--- config.mk ---
export PLATFORM = sky130hd
export DESIGN_NAME = rv_pipe_ctrl
export DESIGN_NICKNAME = d
export VERILOG_FILES = /design/src/rtl/rv_pipe_ctrl.sv
export SDC_FILE = /design/constraint.sdc
export NUM_CORES = 1
export LEC_CHECK = 0
export BUFFER_PORTS_ARGS = -buffer_cell sky130_fd_sc_hd__buf_2
export CAP_MARGIN = 25
export CORE_MARGIN = 1.5
export CORE_UTILIZATION = 53
export CTS_CLUSTER_SIZE = 24
export DETAILED_ROUTE_END_ITERATION = 10
export PLACE_DENSITY_LB_ADDON = 0.2
export SYNTH_ARGS = -nofsm -noshare
export SYNTH_HDL_FRONTEND = slang
export SYNTH_SLANG_ARGS = --single-unit
--- constraint.sdc ---
create_clock -name clk -period 2.6 [get_ports clk]
set_input_delay 0.39 -clock clk [delete_from_list [all_inputs] [get_ports clk]]
set_output_delay 0.39 -clock clk [all_outputs]
set_load 0.02 [all_outputs]
--- src/rtl/rv_pipe_ctrl.sv ---
// rv_pipe_ctrl: pipelined RV32I control unit, decodes in D and carries the control bundle through E/M/W
//
// Ports:
//   clk, reset (async, active-low)
//   D inputs    : op, funct3, funct7b5, ValidD
//   E controls  : StallE (hold E, bubble into M), FlushE (bubble into E, wins over StallE)
//   ALU flags   : ZeroE, LtE, LtuE
//   D outputs   : ImmSrcD, IllegalD (combinational)
//   E outputs   : ALUControlE, ALUSrcAE, ALUSrcBE, ResultSrcE, PCSrcE, PCTargetSrcE
//   M outputs   : MemWriteM, RegWriteM
//   W outputs   : RegWriteW, ResultSrcW
//   RetireCnt   : retired-instruction count, only when CTRL_RETIRE_CNT_EN is defined
//
// Optional feature macro: CTRL_RETIRE_CNT_EN
module rv_pipe_ctrl #(
    parameter int ALUCTRL_W = 4,
    parameter int CNT_W     = 32
) (
    input  logic                 clk,
    input  logic                 reset,
    input  logic [6:0]           op,
    input  logic [2:0]           funct3,
    input  logic                 funct7b5,
    input  logic                 ValidD,
    input  logic                 StallE,
    input  logic                 FlushE,
    input  logic                 ZeroE,
    input  logic                 LtE,
    input  logic                 LtuE,
    output logic [2:0]           ImmSrcD,
    output logic                 IllegalD,
    output logic [ALUCTRL_W-1:0] ALUControlE,
    output logic [1:0]           ALUSrcAE,
    output logic                 ALUSrcBE,
    output logic [1:0]           ResultSrcE,
    output logic [1:0]           ResultSrcW,
    output logic                 PCSrcE,
    output logic                 PCTargetSrcE,
    output logic                 MemWriteM,
    output logic                 RegWriteM,
    output logic                 RegWriteW
`ifdef CTRL_RETIRE_CNT_EN
    ,
    output logic [CNT_W-1:0]     RetireCnt
`endif
);

    localparam logic [6:0] OP_LW    = 7'b0000011;
    localparam logic [6:0] OP_SW    = 7'b0100011;
    localparam logic [6:0] OP_R     = 7'b0110011;
    localparam logic [6:0] OP_I     = 7'b0010011;
    localparam logic [6:0] OP_BR    = 7'b1100011;
    localparam logic [6:0] OP_JAL   = 7'b1101111;
    localparam logic [6:0] OP_JALR  = 7'b1100111;
    localparam logic [6:0] OP_LUI   = 7'b0110111;
    localparam logic [6:0] OP_AUIPC = 7'b0010111;

    typedef struct packed {
        logic       reg_write;
        logic [1:0] result_src;
        logic       mem_write;
        logic       jump;
        logic       branch;
        logic [2:0] funct3;
        logic [3:0] alu;
        logic [1:0] src_a;
        logic       src_b;
        logic       pc_tgt;
        logic       valid;
    } e_t;

    typedef struct packed {
        logic       reg_write;
        logic [1:0] result_src;
        logic       mem_write;
        logic       valid;
    } m_t;

    typedef struct packed {
        logic       reg_write;
        logic [1:0] result_src;
        logic       valid;
    } w_t;

    e_t         d_b, e;
    m_t         m;
    w_t         w;
    logic [3:0] alu_op;
    logic       known;
    logic       br_base, br_ok;

    // sub is R-type only (I-type bit 30 is immediate data); sra applies to both
    always_comb begin
        case (funct3)
            3'b000:  alu_op = (op == OP_R && funct7b5) ? 4'd1 : 4'd0;
            3'b001:  alu_op = 4'd7;
            3'b010:  alu_op = 4'd5;
            3'b011:  alu_op = 4'd6;
            3'b100:  alu_op = 4'd4;
            3'b101:  alu_op = funct7b5 ? 4'd9 : 4'd8;
            3'b110:  alu_op = 4'd3;
            default: alu_op = 4'd2;
        endcase
    end

    always_comb begin
        d_b        = '0;
        ImmSrcD    = 3'b000;
        known      = 1'b1;
        d_b.funct3 = funct3;
        d_b.valid  = 1'b1;
        case (op)
            OP_LW: begin
                d_b.reg_write  = 1'b1;
                d_b.result_src = 2'b01;
                d_b.src_b      = 1'b1;
            end
            OP_SW: begin
                ImmSrcD       = 3'b001;
                d_b.mem_write = 1'b1;
                d_b.src_b     = 1'b1;
            end
            OP_R: begin
                d_b.reg_write = 1'b1;
                d_b.alu       = alu_op;
            end
            OP_I: begin
                d_b.reg_write = 1'b1;
                d_b.alu       = alu_op;
                d_b.src_b     = 1'b1;
            end
            OP_BR: begin
                ImmSrcD    = 3'b010;
                d_b.branch = 1'b1;
                d_b.alu    = 4'd1;
            end
            OP_JAL: begin
                ImmSrcD        = 3'b011;
                d_b.reg_write  = 1'b1;
                d_b.jump       = 1'b1;
                d_b.result_src = 2'b10;
            end
            OP_JALR: begin
                d_b.reg_write  = 1'b1;
                d_b.jump       = 1'b1;
                d_b.result_src = 2'b10;
                d_b.src_b      = 1'b1;
                d_b.pc_tgt     = 1'b1;
            end
            OP_LUI: begin
                ImmSrcD       = 3'b100;
                d_b.reg_write = 1'b1;
                d_b.src_a     = 2'b10;
                d_b.src_b     = 1'b1;
            end
            OP_AUIPC: begin
                ImmSrcD       = 3'b100;
                d_b.reg_write = 1'b1;
                d_b.src_a     = 2'b01;
                d_b.src_b     = 1'b1;
            end
            default: known = 1'b0;
        endcase
        // invalid slots and unrecognised opcodes both travel as an all-zero bubble
        if (!(ValidD && known))
            d_b = '0;
        IllegalD = ValidD & ~known;
    end

    always_ff @(posedge clk or negedge reset) begin
        if (!reset) begin
            e <= '0;
            m <= '0;
            w <= '0;
        end else begin
            e <= FlushE ? '0 : StallE ? e : d_b;
            m <= (StallE && !FlushE) ? '0 : {e.reg_write, e.result_src, e.mem_write, e.valid};
            w <= {m.reg_write, m.result_src, m.valid};
        end
    end

    // funct3[2:1] picks the flag (00 Zero, 10 Lt, 11 Ltu), funct3[0] inverts; 01x never taken
    assign br_base = (e.funct3[2:1] == 2'b00) ? ZeroE :
                     (e.funct3[2:1] == 2'b10) ? LtE   :
                     (e.funct3[2:1] == 2'b11) ? LtuE  : 1'b0;
    assign br_ok   = (e.funct3[2:1] != 2'b01) & (br_base ^ e.funct3[0]);

    assign PCSrcE       = e.valid & (e.jump | (e.branch & br_ok));
    assign ALUControlE  = ALUCTRL_W'(e.alu);
    assign ALUSrcAE     = e.src_a;
    assign ALUSrcBE     = e.src_b;
    assign ResultSrcE   = e.result_src;
    assign PCTargetSrcE = e.pc_tgt;
    assign MemWriteM    = m.mem_write;
    assign RegWriteM    = m.reg_write;
    assign RegWriteW    = w.reg_write;
    assign ResultSrcW   = w.result_src;

`ifdef CTRL_RETIRE_CNT_EN
    always_ff @(posedge clk or negedge reset) begin
        if (!reset)
            RetireCnt <= '0;
        else if (w.valid)
            RetireCnt <= RetireCnt + CNT_W'(1);
    end
`else
    logic unused_valid_w;
    assign unused_valid_w = w.valid;
`endif

endmodule

==> results.tsv <==
metric	value	unit
crit_arrival	1480	ps
p_switching	0.152	mW
regArea	601	µm²
ctsHoldBuffers	0	
floorplan.initialDensity	58.0	%
timing.max_slew.rel_slack	65.5	%
cts_setup_buffers	0	
die_area	2530	µm²
ys_warn_count	0	
endpoint_kind	output pin	
diodes	0	
drt-total-wl	2280	µm
viasPerCell	5.60	
firstDrtPassIters	4	
fin_crit	1870	ps
finalSetupViolations	0	
required	2210	ps
num_vias	992	
grt_pass1_wl	3680	µm
skew	2.84	ps
syn_area	1180	µm²
worst_pin_slew	517	ps
maxCapViolations	0	
track_usage	18.8	%
fp-row-count	16	
hold_class	input pin to asynchronous set/reset pin	
fmax	534	MHz
drive_gt1_share	31.3	%
intPower	0.453	mW
pwr-share-comb	11.4	%
leakage	0.736	nW
yosys.area.top_type_share	50.7	%
clk_latency	300	ps
fin_crit_sh	72.0	%
crit_type	flip-flop to output pin	
swShare	25.1	%
hpwl	1700	µm
cts_sinks	24	
ir_drop	0.243	mV
nFillCells	198	
cts_buffers	3	
cts_buffer_depth	2	
crit_fanout	5	
utilization	67.2	%
nets	171	
power.density	441	nW/µm²
slowest_stage	dfrtp_1	
core_area	2040	µm²
clockRootBuffer	clkbuf_4	
ios	39	
yosys_register_bits	24	
die_y	50.3	µm
rsz0062_at_grt	false	
ctsResizeCount	0	
synth_area_leader_cell	dfrtp_1	
syn_nets	137	
numPortBuffers	38	
multi_input_area	509	µm²
routedWlPerCell	12.9	µm
pwr-share-clk	26.6	%
timing.hold.ws	37.7	ps
antenna_found_initial	0	
synthTopCellsByArea	dfrtp_1 (51%), nand2_1 (7.3%), buf_4 (5.1%)	
crit_chain	mux2i_1, o21ai_1, o2111ai_1, o211ai_1, buf_2	
cp_top_family	flip-flops	
dr.first_iter.drc_count	28	
place_congestion	0.870	
die_w	50.3	µm
drc	0	
synth_cell_types	32	
power_frac_seq	62.0	%
critPathLaunchType	flip-flop	
netlist_instances	118	
clk_pin_slew_worst_paths	130	ps
max_stage_delay	450	ps
area_growth	15.7	%
ant_nets	0	
power	0.605	mW
slew_viol_final	0	
cts_tree	done	
syn_area_per_cell	10.0	µm²
htreeDepth	1	
overflow	0	
hold_viol_final	0	
grt_max_degree	25	
crit_buf_inv	1	
tns	0	ps
status	finished, final reports clean	
seq_area_frac_synth	50.7	%
grt_pass1_vias	833	
-- logic make-up after synthesis --
logic type,count (synthesis),synth area share [%]
AO/OA/AOI/OAI,27,17.1
XOR/XNOR,1,0.739
buffers and inverters,12,6.34
flip-flops,24,50.7
multiplexers,2,1.69
AND/OR/NAND/NOR,52,23.4
-- worst paths after layout --
kind | from | end | slack [ps] | cells after the start
worst min register to register | m[2] | ResultSrcW[0] | 370 | 0
worst max register to register | e[11] | e[11] | 1830 | 1
max in group asynchronous | reset | m[3] | 2220 | 1
worst max-delay path | e[11] | PCSrcE | 730 | 5
min in group clk | op[3] | PCTargetSrcE | 290 | 2
worst min-delay path | reset | ResultSrcW[0] | 40 | 1
-- power groups by stage --
stage	combinational (mW)	clock (mW)	sequential, mW
6_report	0.0691	0.161	0.375
5_1_grt	0.0763	0.172	0.376
4_1_cts	0.0693	0.159	0.375
3_5_place_dp	0.0690	0	0.383
3_3_place_gp	0.0668	0	0.382
2_1_floorplan	0.0299	0	0.383
-- layout make-up --
type                            count  area share (%)
Sequential cell                    24            43.8
Tap cell                           27            2.46
Multi-Input combinational cell     82            37.1
Clock buffer                        3            1.64
Inverter                            2           0.547
Timing Repair Buffer               39            14.4
-- synth_stat cells, drive strengths merged --
| master | instances |
|---|---|
| nor2 | 6 |
| a21o | 2 |
| o211ai | 2 |
| or2 | 1 |
| nor3b | 2 |
| buf | 8 |
| a21oi | 2 |
| or3 | 1 |
| a31oi | 1 |
| nand4 | 1 |
| inv | 2 |
| xor2 | 1 |
| nand2 | 24 |
| mux2i | 2 |
| a22o | 5 |
| and3b | 1 |
| o31ai | 3 |
| a32o | 1 |
| o21ai | 8 |
| nor2b | 8 |
| o2111ai | 2 |
| and4 | 1 |
| nand2b | 1 |
| nor3 | 2 |
| clkbuf | 2 |
| nand3 | 3 |
| nand3b | 1 |
| dfrtp | 24 |
| a22oi | 1 |
-- flip-flops by register name, indices dropped and copies added (netlist names) --
register,count
RegWriteM,1
PCTargetSrcE,1
e,8
ResultSrcW,2
ALUSrcAE,2
RegWriteW,1
ResultSrcE,1
MemWriteM,1
m,2
ALUSrcBE,1
ALUControlE,4
-- metrics by stage --
| stage | setup slack [ps] | std cells | area, µm² |
|---|---|---|---|
| after floorplan | 812 | 118 | 1180 |
| after global placement | 802 | 174 | 1350 |
| after detailed placement | 774 | 174 | 1350 |
| after CTS | 724 | 177 | 1370 |
| after global routing | 617 | 177 | 1370 |
| final | 728 | 177 | 1370 |
-- routing by layer --
| layer | global-route usage (%) | wire (µm) |
|---|---|---|
| met1 | 26.3 | 1130 |
| met2 | 30.5 | 1020 |
| met3 | 2.68 | 118 |
| met4 | 5.56 | 22 |
| met5 | 0 | 0 |
-- cells in the final DEF (no fill, tap or decap), types with 2 or more instances in the layout --
cell type and n:
inv_1 2, a21o_1 2, clkbuf_4 3, nor2_1 6
dfrtp_1 24, a22o_1 5, o2111ai_1 2, nor2b_1 8
nand2_1 23, buf_2 38, a21oi_1 2, nor3_1 2
o21ai_1 7, o31ai_1 3, mux2i_1 2, nand3_1 3
o211ai_1 2
Note: power is estimated with default switching activity, not from simulation.
